`config.mk`:
```
export PLATFORM = sky130hd
export DESIGN_NAME = up_counter_4bit
export DESIGN_NICKNAME = d
export VERILOG_FILES = /design/src/rtl/up_counter_4bit.sv
export SDC_FILE = /design/constraint.sdc
export NUM_CORES = 1
export LEC_CHECK = 0
export ABC_CLOCK_PERIOD_IN_PS = 1150
export CORE_AREA = 3 3 40 42
export CTS_CLUSTER_DIAMETER = 120
export DETAILED_ROUTE_END_ITERATION = 8
export DIE_AREA = 0 0 43 45
export PLACE_DENSITY_LB_ADDON = 0.25
export SYNTH_ARGS = -nofsm -noshare
export SYNTH_HDL_FRONTEND = slang
export SYNTH_SLANG_ARGS = --single-unit
```
`constraint.sdc`:
```
create_clock -name clk -period 1.15 [get_ports clk]
set_input_delay 0.1725 -clock clk [delete_from_list [all_inputs] [get_ports clk]]
set_output_delay 0.1725 -clock clk [all_outputs]
set_load 0.01 [all_outputs]
```
`src/rtl/up_counter_4bit.sv`:
```
// Loadable binary up-counter with asynchronous active-high clear.
// The count wraps modulo 2^WIDTH and c_out comes straight from the state register.
module up_counter_4bit #(
  parameter int WIDTH = 4
) (
  input  logic [WIDTH-1:0] d_in,
  input  logic             clk,
  input  logic             rst,
  input  logic             load,
  output logic [WIDTH-1:0] c_out
);

  logic [WIDTH-1:0] count;

  // NOTE: state registers use non-blocking assignment so every flop samples pre-edge values.
  always_ff @(posedge clk or posedge rst) begin
    if (rst) begin
      count <= '0;
    end else if (load) begin
      count <= d_in;
    end else begin
      count <= count + 1'b1;
    end
  end

  assign c_out = count;

endmodule

```
==> impl_metrics.env <==
export IMPL_synth_area_top_cells="dfrtp_1 (57%), ha_1 (7.1%), mux2_2 (6.4%), nand2_1 (6.4%), o21ai_0 (5.7%)"
export IMPL_io_buffer_count=10
export IMPL_critical_path_slowest_cell="dfrtp_1"
export IMPL_powerDensity_nw_per_um2=1443
export IMPL_tightest_slew_ns=0.1720
export IMPL_cp_end_kind="output port"
export IMPL_critPathBufInv=1
export IMPL_cp_depth=1
export IMPL_post_drt_wl_per_cell_um=10.04
export IMPL_clock_latency_ns=0.23
export IMPL_synth_seq_cells=4
export IMPL_p_leak_nw=0.1506
export IMPL_drtAntennaViolNets=0
export IMPL_critical_path_max_fanout=4
export IMPL_path_clk_slew_ns=0.04
export IMPL_yosys_area_top_type="dfrtp_1"
export IMPL_max_cap_violations=0
export IMPL_wl_um=462
export IMPL_die_area_sq_um=1935
export IMPL_clockBufferDepth=2
export IMPL_synth_yosys_seq_area_share=0.5674
export IMPL_arrival_ns=0.94
export IMPL_critPathKind="reg -> out"
export IMPL_syn_nets=24
export IMPL_n_fill_cell=145
export IMPL_antenna_found_initial=0
export IMPL_drt_pass1_iter_count=2
export IMPL_worstHoldPathType="in -> async"
export IMPL_drc=0
export IMPL_syn_avg_cell_area_sq_um=11.03
export IMPL_rows=13
export IMPL_slew_headroom=0.8852
export IMPL_drive_gt1_frac=0.1935
export IMPL_grt_pass1_vias=173
export IMPL_critPathLaunch="c_out[0]"
export IMPL_die_h_um=45
export IMPL_crit_end="c_out[0]"
export IMPL_crit_path_max_incr_delay_ns=0.40
export IMPL_cts_setup_buffers=0
export IMPL_slew_violations=0
export IMPL_initialDrtViolationCount=3
export IMPL_reg2reg_from="c_out[0]"
export IMPL_htree_levels=1
export IMPL_place_congestion=0.6248
export IMPL_setup_viol=0
export IMPL_final_nets=41
export IMPL_hold_violations=0
export IMPL_synth_top_cell_area_share=0.5674
export IMPL_ioPinCount=11
export IMPL_largest_register_ffs=4
export IMPL_max_freq_mhz=901.0
export IMPL_worst_r2r_path_depth=2
export IMPL_ys_types=10
export IMPL_grt_setup_unrepaired="no"
export IMPL_synth_cells=16
export IMPL_reg2reg_slack_ns=0.07
export IMPL_setup_tns_ns=0
export IMPL_hold_worst_slack_ns=0.1334
export IMPL_cts_buffers=3
export IMPL_grt_pass1_wl_um=821
export IMPL_min_period_over_period=0.9651
export IMPL_die_w_um=43
export IMPL_antennaDiodeCount=0
export IMPL_cts_sinks=4
export IMPL_areaGrowthSynthToFinish_pct=85.82
export IMPL_rr_endpoint="c_out[1]"
export IMPL_finClkSkew_ns=0.0005985
export IMPL_globalRouteOverflowTotal=0
export IMPL_p_total_uw=473.1
export IMPL_root_buffer="clkbuf_4"
export IMPL_vias_per_cell=3.435
export IMPL_start_util=0.1373
export IMPL_track_usage=0.06589
export IMPL_outcome="finished clean"
export IMPL_grt_max_degree=7
export IMPL_synthesis_area_sq_um=176.4
export IMPL_crit_chain="dlygate4sd2_1"
export IMPL_num_vias=158
export IMPL_critPathLaunchType="flip-flop"
export IMPL_ir_drop_mv=0.3165
export IMPL_finalCriticalPeriod_ns=1.110
export IMPL_required_ns=0.98
export IMPL_synth_warnings=0
export IMPL_core_sq_um=1285
export IMPL_cts_tree="yes"
export IMPL_cp_top_family="flip-flops"
## area by class of cell
class | count | area (sq um) | area share
well taps | 15 | 18.77 | 0.05725
repair buffers | 12 | 110.1 | 0.3359
multi-input cells | 11 | 72.57 | 0.2214
clock buffers | 3 | 22.52 | 0.06870
inverters | 1 | 3.754 | 0.01145
flip-flops and latches | 4 | 100.1 | 0.3053
## power by group
group / switching, mW / total [mW] / leakage (nW) / internal [mW]
registers: 0.0156 / 0.178 / 0.0477 / 0.163
clock network: 0.0600 / 0.177 / 0.0138 / 0.117
logic: 0.0461 / 0.118 / 0.0891 / 0.0717
total: 0.122 / 0.473 / 0.151 / 0.351
## repair_timing
| item | CTS | global route |
|---|---|---|
| hold buffers | 0 | 0 |
| setup endpoints to repair | 4 | 0 |
| gates resized for setup | 4 | 0 |
## placed cells by master, fill, tap and decap left out
cell and n:
mux2_2 1, dfrtp_1 4, o21ai_1 1, nand2_1 3
clkdlybuf4s50_1 6, ha_1 1, xnor2_1 1, clkbuf_4 3
inv_1 1, buf_4 2, dlygate4sd2_1 4, nand3_1 1
xor2_1 1, o21ai_0 2
## cells by family (layout without fill, tap and decap cells)
family | Yosys count | after routing | share of synthesized area
compound gates | 3 | 3 | 0.08508
xor+xnor | 2 | 2 | 0.09931
fa+ha+maj | 1 | 1 | 0.07091
buf+inv | 1 | 16 | 0.02126
flops | 4 | 4 | 0.5674
mux | 1 | 1 | 0.06383
simple gates | 4 | 4 | 0.09217
## synthesized netlist by cell type, drive strengths merged
cell	instances
mux2	1
inv	1
nand2	3
xor2	1
nand3	1
ha	1
o21ai	3
dfrtp	4
xnor2	1
## stage by stage
step	area [sq um]	util	setup slack [ns]	instances
after detailed placement	310.3	0.2415	0.02988	43
final	327.8	0.2551	0.04011	46
after CTS	327.8	0.2551	0.01652	46
after floorplan	176.4	-	0.07607	16
after global placement	310.3	0.2415	0.04094	43
after global routing	327.8	0.2551	0.001429	46
## worst min path at each step
stage                     startpoint  slack (ns)  depth (start not counted)        to
final                            rst        0.13                          2  c_out[3]
after global routing             rst        0.18                          2  c_out[3]
after CTS                        rst        0.13                          2  c_out[3]
after detailed placement         rst        0.38                          2  c_out[2]
after global placement           rst        0.37                          2  c_out[3]
after floorplan                  rst       -0.06                          1  c_out[0]
## metal layers
| layer | wire length, um | up-vias | track usage |
|---|---|---|---|
| li1 | - | 84 | - |
| met5 | 0 | - | 0 |
| met3 | 87 | 2 | 0.04382 |
| met4 | 5 | 0 | 0.09036 |
| met1 | 209 | 61 | 0.06780 |
| met2 | 160 | 11 | 0.07485 |
(Power assumes the default switching activity.)
